<file path="src/rtl/fab_clk_reset_sequencer_if.sv">
// ---------------------------------------------------------------------------
// fab_clk_reset_sequencer_if
// Groups the lock inputs and the sequenced reset / timebase outputs of
// fab_clk_reset_sequencer. FAB_CLK and FAB_RESET stay plain ports on the block.
//
// Signals
//   LOCK_IN        CCC lock, asynchronous to FAB_CLK
//   LOCK_BYPASS    static strap, 1 = treat the clock as locked
//   CLR_LOCK_LOST  1-cycle pulse that clears LOCK_LOST
//   RST_OUT        active-high stage resets, bit 0 released first
//   READY          all stages released and the clock is locked
//   LOCK_LOST      sticky flag: lock dropped after a stage had been released
//   TICK_US        1-cycle timebase pulse
//   TICK_MS        1-cycle pulse coincident with every TICK_MS_DIV-th TICK_US
//   state_dbg      current sequencer state (0 WAIT_LOCK, 1 STABLE, 2 RELEASE, 3 RUN)
//
// Modports
//   master  drives the lock inputs and observes the outputs (clock-control side)
//   slave   the sequencer itself
//
// There is no valid/ready handshake on this interface: every input is a level
// or a single-cycle pulse, and every output is a registered level or pulse.
// ---------------------------------------------------------------------------
interface fab_clk_reset_sequencer_if #(
    parameter int NUM_STAGES = 3
);
    logic                  LOCK_IN;
    logic                  LOCK_BYPASS;
    logic                  CLR_LOCK_LOST;
    logic [NUM_STAGES-1:0] RST_OUT;
    logic                  READY;
    logic                  LOCK_LOST;
    logic                  TICK_US;
    logic                  TICK_MS;
    logic [1:0]            state_dbg;

    modport master (
        output LOCK_IN, LOCK_BYPASS, CLR_LOCK_LOST,
        input  RST_OUT, READY, LOCK_LOST, TICK_US, TICK_MS, state_dbg
    );

    modport slave (
        input  LOCK_IN, LOCK_BYPASS, CLR_LOCK_LOST,
        output RST_OUT, READY, LOCK_LOST, TICK_US, TICK_MS, state_dbg
    );
endinterface

</file>
<file path="src/rtl/fab_clk_reset_sequencer.sv">
// ---------------------------------------------------------------------------
// fab_clk_reset_sequencer
// Watches the MSS_CCC lock and holds the servo/turret logic in reset until
// FAB_CLK has been locked for LOCK_STABLE_CYCLES cycles. It then releases the
// stage resets one at a time, STAGE_GAP_CYCLES apart, raises READY and runs
// the microsecond/millisecond timebase. Losing lock after any release puts
// every stage back in reset, sets the sticky LOCK_LOST flag and restarts the
// whole sequence.
//
// Ports
//   FAB_CLK    in  fabric clock (sole clock)
//   FAB_RESET  in  synchronous active-high reset
//   bus        fab_clk_reset_sequencer_if.slave (lock inputs, stage resets,
//              READY, LOCK_LOST, TICK_US, TICK_MS, state_dbg)
// ---------------------------------------------------------------------------
module fab_clk_reset_sequencer #(
    parameter int LOCK_STABLE_CYCLES = 1024,
    parameter int NUM_STAGES         = 3,
    parameter int STAGE_GAP_CYCLES   = 16,
    parameter int TICK_US_DIV        = 100,
    parameter int TICK_MS_DIV        = 1000
) (
    input  logic                          FAB_CLK,
    input  logic                          FAB_RESET,
    fab_clk_reset_sequencer_if.slave      bus
);
    localparam int CNT_W = $clog2(LOCK_STABLE_CYCLES);
    localparam int GAP_W = $clog2(STAGE_GAP_CYCLES + 1);
    localparam int US_W  = $clog2(TICK_US_DIV + 1);
    localparam int MS_W  = $clog2(TICK_MS_DIV + 1);

    typedef enum logic [1:0] {
        WAIT_LOCK = 2'd0,
        STABLE    = 2'd1,
        RELEASE   = 2'd2,
        RUN       = 2'd3
    } state_t;

    state_t                state_q, state_d;
    logic                  lock_sync1, lock_sync2;
    logic [CNT_W-1:0]      cnt_q, cnt_d;
    logic [GAP_W-1:0]      gap_q, gap_d;
    logic [NUM_STAGES-1:0] rst_q, rst_d;
    logic                  ready_q, ready_d;
    logic                  lost_q, lost_d;
    logic                  loss_event;
    logic [US_W-1:0]       us_q, us_d;
    logic [MS_W-1:0]       ms_q, ms_d;
    logic                  tick_us_q, tick_us_d;
    logic                  tick_ms_q, tick_ms_d;
    logic                  lock_ok;

    // The bypass strap is static, so it skips the synchroniser.
    assign lock_ok = lock_sync2 | bus.LOCK_BYPASS;

    always_comb begin
        state_d    = state_q;
        cnt_d      = cnt_q;
        gap_d      = gap_q;
        rst_d      = rst_q;
        ready_d    = ready_q;
        loss_event = 1'b0;
        us_d       = '0;
        ms_d       = '0;
        tick_us_d  = 1'b0;
        tick_ms_d  = 1'b0;

        case (state_q)
            WAIT_LOCK: begin
                if (lock_ok) begin
                    state_d = STABLE;
                    cnt_d   = '0;
                end
            end

            STABLE: begin
                if (!lock_ok) begin
                    // Nothing has been released yet, so this is not a loss event.
                    state_d = WAIT_LOCK;
                    cnt_d   = '0;
                end else if (cnt_q == CNT_W'(LOCK_STABLE_CYCLES - 1)) begin
                    state_d = RELEASE;
                    cnt_d   = '0;
                    gap_d   = '0;
                    rst_d   = rst_q << 1;
                end else begin
                    cnt_d = cnt_q + CNT_W'(1);
                end
            end

            RELEASE: begin
                if (!lock_ok) begin
                    loss_event = 1'b1;
                end else if (gap_q == GAP_W'(STAGE_GAP_CYCLES - 1)) begin
                    gap_d = '0;
                    // Shifting a zero in from bit 0 releases stages strictly in
                    // order; once the top bit is clear every stage is out of reset.
                    if (rst_q[NUM_STAGES-1]) begin
                        rst_d = rst_q << 1;
                    end else begin
                        ready_d = 1'b1;
                        state_d = RUN;
                    end
                end else begin
                    gap_d = gap_q + GAP_W'(1);
                end
            end

            RUN: begin
                if (!lock_ok) begin
                    loss_event = 1'b1;
                end else begin
                    us_d = us_q + US_W'(1);
                    ms_d = ms_q;
                    if (us_q == US_W'(TICK_US_DIV - 1)) begin
                        us_d      = '0;
                        tick_us_d = 1'b1;
                        if (ms_q == MS_W'(TICK_MS_DIV - 1)) begin
                            ms_d      = '0;
                            tick_ms_d = 1'b1;
                        end else begin
                            ms_d = ms_q + MS_W'(1);
                        end
                    end
                end
            end

            default: state_d = WAIT_LOCK;
        endcase

        if (loss_event) begin
            state_d = WAIT_LOCK;
            cnt_d   = '0;
            gap_d   = '0;
            rst_d   = '1;
            ready_d = 1'b0;
        end

        // A loss on the same edge as a clear request leaves the flag set.
        if (loss_event)              lost_d = 1'b1;
        else if (bus.CLR_LOCK_LOST)  lost_d = 1'b0;
        else                         lost_d = lost_q;
    end

    always_ff @(posedge FAB_CLK) begin
        if (FAB_RESET) begin
            state_q    <= WAIT_LOCK;
            lock_sync1 <= 1'b0;
            lock_sync2 <= 1'b0;
            cnt_q      <= '0;
            gap_q      <= '0;
            rst_q      <= '1;
            ready_q    <= 1'b0;
            lost_q     <= 1'b0;
            us_q       <= '0;
            ms_q       <= '0;
            tick_us_q  <= 1'b0;
            tick_ms_q  <= 1'b0;
        end else begin
            state_q    <= state_d;
            lock_sync1 <= bus.LOCK_IN;
            lock_sync2 <= lock_sync1;
            cnt_q      <= cnt_d;
            gap_q      <= gap_d;
            rst_q      <= rst_d;
            ready_q    <= ready_d;
            lost_q     <= lost_d;
            us_q       <= us_d;
            ms_q       <= ms_d;
            tick_us_q  <= tick_us_d;
            tick_ms_q  <= tick_ms_d;
        end
    end

    assign bus.RST_OUT   = rst_q;
    assign bus.READY     = ready_q;
    assign bus.LOCK_LOST = lost_q;
    assign bus.TICK_US   = tick_us_q;
    assign bus.TICK_MS   = tick_ms_q;
    assign bus.state_dbg = state_q;
endmodule

</file>
<file path="src/flat_wrapper.sv">
// flat-port wrapper written by rule: the top's interface ports become plain ports
module fab_clk_reset_sequencer_flat 
#(
    parameter int LOCK_STABLE_CYCLES = 1024,
    parameter int NUM_STAGES         = 3,
    parameter int STAGE_GAP_CYCLES   = 16,
    parameter int TICK_US_DIV        = 100,
    parameter int TICK_MS_DIV        = 1000
)
  (FAB_CLK, FAB_RESET, bus_LOCK_IN, bus_LOCK_BYPASS, bus_CLR_LOCK_LOST, bus_RST_OUT, bus_READY, bus_LOCK_LOST, bus_TICK_US, bus_TICK_MS, bus_state_dbg);
  fab_clk_reset_sequencer_if #(.NUM_STAGES(NUM_STAGES)) bus_i ();
  input  logic FAB_CLK;
  input  logic FAB_RESET;
  input wire logic [$bits(bus_i.LOCK_IN)-1:0] bus_LOCK_IN;
  input wire logic [$bits(bus_i.LOCK_BYPASS)-1:0] bus_LOCK_BYPASS;
  input wire logic [$bits(bus_i.CLR_LOCK_LOST)-1:0] bus_CLR_LOCK_LOST;
  output wire logic [$bits(bus_i.RST_OUT)-1:0] bus_RST_OUT;
  output wire logic [$bits(bus_i.READY)-1:0] bus_READY;
  output wire logic [$bits(bus_i.LOCK_LOST)-1:0] bus_LOCK_LOST;
  output wire logic [$bits(bus_i.TICK_US)-1:0] bus_TICK_US;
  output wire logic [$bits(bus_i.TICK_MS)-1:0] bus_TICK_MS;
  output wire logic [$bits(bus_i.state_dbg)-1:0] bus_state_dbg;
  assign bus_i.LOCK_IN = bus_LOCK_IN;
  assign bus_i.LOCK_BYPASS = bus_LOCK_BYPASS;
  assign bus_i.CLR_LOCK_LOST = bus_CLR_LOCK_LOST;
  assign bus_RST_OUT = bus_i.RST_OUT;
  assign bus_READY = bus_i.READY;
  assign bus_LOCK_LOST = bus_i.LOCK_LOST;
  assign bus_TICK_US = bus_i.TICK_US;
  assign bus_TICK_MS = bus_i.TICK_MS;
  assign bus_state_dbg = bus_i.state_dbg;
  fab_clk_reset_sequencer #(.LOCK_STABLE_CYCLES(LOCK_STABLE_CYCLES), .NUM_STAGES(NUM_STAGES), .STAGE_GAP_CYCLES(STAGE_GAP_CYCLES), .TICK_US_DIV(TICK_US_DIV), .TICK_MS_DIV(TICK_MS_DIV)) u_core (.FAB_CLK(FAB_CLK), .FAB_RESET(FAB_RESET), .bus(bus_i));
endmodule
</file>
<file path="config.mk">
export PLATFORM = sky130hd
export DESIGN_NAME = fab_clk_reset_sequencer_flat
export DESIGN_NICKNAME = d
export VERILOG_FILES = /design/src/rtl/fab_clk_reset_sequencer_if.sv /design/src/rtl/fab_clk_reset_sequencer.sv /design/src/flat_wrapper.sv
export SDC_FILE = /design/constraint.sdc
export NUM_CORES = 1
export LEC_CHECK = 0
export CAP_MARGIN = 20
export CORE_ASPECT_RATIO = 0.6
export CORE_UTILIZATION = 58
export CTS_CLUSTER_DIAMETER = 120
export DETAILED_ROUTE_END_ITERATION = 8
export PLACE_DENSITY = 0.89
export SLEW_MARGIN = 20
export SYNTH_ARGS = -nofsm -noshare
export SYNTH_HDL_FRONTEND = slang
export SYNTH_SLANG_ARGS = --single-unit
</file>
<file path="constraint.sdc">
create_clock -name FAB_CLK -period 2.4 [get_ports FAB_CLK]
set_input_delay 0.72 -clock FAB_CLK [delete_from_list [all_inputs] [get_ports FAB_CLK]]
set_output_delay 0.72 -clock FAB_CLK [all_outputs]
set_load 0.01 [all_outputs]
</file>
; ---- After elaboration in Yosys (flattened, before gate mapping)
; Cells that the tools add are included.
[op_classes]
eq_ne = 15
n_bitwise = 5
reduce_logical = 16
muxes = 29
add_sub_neg = 4
[op_table]
columns = op, count
row1 = $mux 10, 4
row2 = $add 10x1->10 const B, 2
row3 = $eq 10x10->1 const B, 2
row4 = $mux 5, 4
row5 = $pmux 10 s2, 1
row6 = $mux 3, 5
row7 = $mux 2, 6
row8 = $ne 2x1->1 const B, 6
row9 = $reduce_and 6->1, 2
row10 = $pmux 5 s2, 1
row11 = $reduce_and 4->1, 2
row12 = $reduce_or 4->1, 2
row13 = $add 7x1->7 const B, 1
row14 = $eq 7x7->1 const B, 1
row15 = $mux 1, 6
row16 = $pmux 2 s3, 1
row17 = $pmux 3 s2, 1
row18 = $reduce_bool 2->1, 3
row19 = $add 5x1->5 const B, 1
row20 = $eq 5x4->1 const B, 1
row21 = $reduce_and 5->1, 1
row22 = $eq 2x2->1 const B, 2
row23 = $not 1->1, 4
row24 = $reduce_or 2->1, 2
row25 = other kinds (8), 8
[word_totals]
in_bits = 5
output_inout_bits = 9
wordCells = 82
regBits = 43

; ---- Longest topological paths before layout
[logic_depth]
word_depth = 4
mapped_depth = 7
depth_no_buf = 6

; ---- Least setup slack after synthesis
; No wires, ideal clock.
[synth_timing]
path_kind = reg2reg
startpoint = reg u_core.state_q[0], in the netlist u_core.bus.state_dbg[0]
endpoint = reg u_core.cnt_q[9]
path_stages_with_launch = 7
slack_ns = 0.529
synth_period_minus_slack_ns = 1.871
t_required_ns = 2.337
arrival_time_ns = 1.809
path_cell_list = dfxtp_1 -> inv_1 -> ha_1 -> or2_2 -> a21o_1 -> or4_1 -> nand3_1
[synth_between]
elab_chain_cells = 4
word_cells_on_any_way = 11
[synth_lines]
columns = element, line_no
row1 = from (decl), fab_clk_reset_sequencer.sv:39  ; state_t state_q, state_d;
row2 = from (signal assigned), fab_clk_reset_sequencer.sv:160  ; state_q <= state_d;
row3 = $eq 2x2->1, fab_clk_reset_sequencer.sv:68  ; case (state_q)
row4 = $reduce_or 2->1 (no line), -
row5 = $mux 1, -
row6 = $reduce_or 2->1 (no line), -
row7 = to (signal assigned), fab_clk_reset_sequencer.sv:163  ; cnt_q <= cnt_d;
row8 = to (decl), fab_clk_reset_sequencer.sv:41  ; logic [CNT_W-1:0] cnt_q, cnt_d;
; Parallel ways exist; a longest one is shown, timed or not.
; A chain may end at the register's enable or synchronous reset.

; ---- Worst setup path in the final report
[layout_timing]
startpoint = in bus_LOCK_BYPASS
endpoint = reg u_core.gap_q[2]
[layout_between]
elab_chain_cells = 4
word_cells_on_any_way = 7
[layout_lines]
columns = element, line_no
row1 = from (decl), flat_wrapper.sv:15  ; input wire logic [$bits(bus_i.LOCK_BYPASS)-1:0] bus_LOCK_BYPASS;
row2 = $or 1x1->1 (*), fab_clk_reset_sequencer.sv:54  ; assign lock_ok = lock_sync2 | bus.LOCK_BYPASS;
row3 = $mux 1, "fab_clk_reset_sequencer.sv:92, fab_clk_reset_sequencer.sv:110"
row4 = $mux 1, -
row5 = $reduce_or 2->1 (no line), -
row6 = to (signal assigned), fab_clk_reset_sequencer.sv:164  ; gap_q <= gap_d;
row7 = to (decl), fab_clk_reset_sequencer.sv:42  ; logic [GAP_W-1:0] gap_q, gap_d;
; Every way passes the cells marked *; elsewhere a longest branch is shown, timed or not.

==> impl_metrics.csv <==
group,metric,value,unit
timing,worst_slew_pin_slew,0.5124,ns
yosys,seq_area_frac_synth,0.4122,
detailed_routing,drcViolationCount,0,
yosys,yosysTopAreaCellShare,0.4122,
clocking,cts_tree,"done",
timing,hold_violations,0,
timing,setup_violations,0,
finish,drive_above_1_share,0.1049,
power,p_leak,0.8442,nW
detailed_routing,ant_nets,0,
detailed_routing,vias,1849,
die,placementRows,16,
detailed_routing,wl,4552,um
clocking,worstSkewPairLatency,0.29,ns
placement,dp_slack,-0.05664,ns
finish,area.growth.synth_to_final,18.51,%
timing,timing.final.crit_share,0.9233,
yosys,ys_types,48,
clocking,htree_levels,2,
global_routing,grt-ovfl-total,0,
die,die_w,79.47,um
yosys,synth_ff_type,"dfxtp_1",
min_path,hp-class,"reg -> reg",
finish,multiInputGateArea,1194,um^2
global_routing,track_usage,0.2724,
placement,dp_hpwl,3283,um
clocking,clkTransAtPathRegs,0.08,ns
yosys,yosys.cell_count.top_type,"dfxtp_1",
yosys,syn_area,2088,um^2
timing,clock-skew-final,0.005810,ns
finish,layout.cells.non_filler,312,
yosys,postSynthAreaPerCell,8.849,um^2
clocking,cts-resized-gates,0,
setup_path,startpoint_type,"input port",
yosys,synth_common_cells,"dfxtp_1, nor2_1, nand2_1",
setup_path,cp_num_buf_inv,2,
placement,port_buffers,13,
setup_path,crit_path_top_delay_cell,"clkdlybuf4s50_1",
finish,fillers,246,
yosys,synthesis.nets,250,
detailed_routing,drt-initial-drc-count,124,
clocking,cts.sinks,43,
placement,post_dp_cell_area,2357,um^2
global_routing,grt_pass1_wl,8107,um
finish,post-route-util,0.7403,
die,boundaryPins,14,
die,die-area,3852,um^2
outcome,outcome,"complete, no violations",
detailed_routing,drt-pass1-iter-count,5,
yosys,synth_seq_cells,43,
detailed_routing,wl_per_cell,14.59,um
global_routing,grt_max_degree,14,
placement,dpl.cell_count,304,
placement,gp_routability_congestion,0.8987,
clocking,cts_buffer_depth,2,
yosys,synth-edff-count,0,
die,core,3343,um^2
timing,rsz0062_at_grt,"no",
setup_path,worstPathMaxFanout,6,
power,p_per_area,651.9,nW/um^2
setup_path,cp-end-kind,"flop",
timing,drv_slew,0,
timing,period_minus_slack,2.216,ns
setup_path,path_cells,"clkdlybuf4s50_1, buf_4, or2_2, a32oi_1, o21ai_0, a21oi_1",
setup_path,cpPeakStageDelay,0.50,ns
job,drv_cap,0,
setup_path,worstSetupPathType,"in -> reg",
global_routing,grt_pass1_vias,1716,
setup_path,crit_family,"compound AO/OA/AOI/OAI gates",
die,initial_core_util,0.6246,
power,max-vdd-ir-drop,0.4589,mV
detailed_routing,viasPerCell,5.926,
timing,slew_headroom,0.6584,
timing,fin_ws,0.1840,ns
yosys,ys_top_cells_by_area,"dfxtp_1, xnor2_1, nor2_1, ha_1, nand3_1",
setup_path,crit_required,2.63,ns
clocking,cts_made_buffers,5,
yosys,ys_async_sr_fraction,0,
timing,holdWs,0.4426,ns
finish,final_area,2475,um^2
clocking,cts_root_buf,"clkbuf_8",
global_routing,antenna_found_initial,0,
timing,clock.fmax,451.3,MHz
yosys,synth_largest_area_cell,"dfxtp_1",
yosys,yosysWarnings,0,
setup_path,cp.arrival,2.44,ns
finish,fin_nets,280,
clocking,cts_setup_buffers,0,
yosys,postSynthCellCount,236,
die,die_h,48.48,um
finish,seqCellArea,860.8,um^2
finish,antenna_cells,0,
clocking,postCtsHoldBufs,0,
==> final timing paths <==
kind	start	endpoint	slack [ns]	cells after the start
worst max-delay path	bus_LOCK_BYPASS	u_core.gap_q[2]	0.18	6
worst min-delay path	u_core.lock_sync1	u_core.lock_sync2	0.44	1
worst max register to register	u_core.ms_q[0]	u_core.ms_q[3]	0.40	5
worst min register to register	u_core.lock_sync1	u_core.lock_sync2	0.44	1
==> routing by layer <==
layer / part of all wire / global-route usage / vias up / wire length (um)
met2: 0.38 / 0.3632 / 67 / 1749
li1: - / - / 924 / -
met1: 0.54 / 0.4204 / 854 / 2453
met3: 0.070 / 0.07925 / 4 / 319
met5: 0 / 0 / - / 0
met4: 0.0064 / 0.07273 / 0 / 29
==> cell usage in the layout (no fill, tap or decap), types with 2 or more instances in the layout <==
cell type and n:
inv_1 7, nor4_1 8, nand2_1 16, or4_1 4
dfxtp_1 43, a21o_1 3, clkdlybuf4s50_1 13, nand4b_1 3
nor3_1 3, xnor2_1 14, o31ai_1 3, a32o_1 2
nand4_1 6, xor2_1 4, nor3b_1 3, buf_4 12
nor2_1 32, or3_1 3, mux2i_1 3, or2_2 2
ha_1 9, o21ai_0 7, nand3_1 14, a21oi_1 12
and3_1 4, clkbuf_8 6, nor2b_1 6
==> sequential cells by signal, indices dropped and copies added, names as in the netlist <==
| register | cells |
|---|---|
| u_core.gap_q | 5 |
| u_core.us_q | 7 |
| u_core.lock_sync2 | 1 |
| u_core.bus.TICK_US | 1 |
| u_core.bus.READY | 1 |
| u_core.bus.TICK_MS | 1 |
| u_core.bus.LOCK_LOST | 1 |
| u_core.ms_q | 10 |
| u_core.bus.state_dbg | 2 |
| u_core.bus.RST_OUT | 3 |
| u_core.lock_sync1 | 1 |
| u_core.cnt_q | 10 |
==> area by class of cell <==
class / instances / share of cell area
multi-input cells: 184 / 0.4823
repair buffers: 25 / 0.08898
flip-flops and latches: 43 / 0.3478
clock buffers: 6 / 0.03337
inverters: 7 / 0.01062
well taps: 45 / 0.02275
clock inverters: 2 / 0.01416
==> kinds of logic after synthesis <==
logic type / share of synthesized area
compound gates: 0.1342
xor+xnor: 0.07549
fa+ha+maj: 0.05393
buf+inv: 0.01618
flops: 0.4122
mux: 0.01438
simple gates: 0.2936
==> worst reg2reg max path, cell delays in order (launching register included) <==
cell and delay (ns):
dfxtp_1 0.40, ha_1 0.26, nand2_1 0.09, or4b_1 0.61
o21ai_2 0.41, nor2_1 0.11
==> power breakdown <==
part	total (mW)	switching [mW]	internal (mW)	leakage [nW]
registers	0.748	0.0209	0.727	0.347
logic	0.280	0.154	0.126	0.436
clock network	0.585	0.248	0.337	0.0612
==> through the flow <==
stage	setup TNS (ns)	total power, mW
finish	0	1.613
global route	0	1.684
CTS	0	1.618
detailed placement	-0.2225	1.039
global placement	-0.03940	1.036
floorplan	0	0.9237
Note: power is estimated with default switching activity, not from simulation.
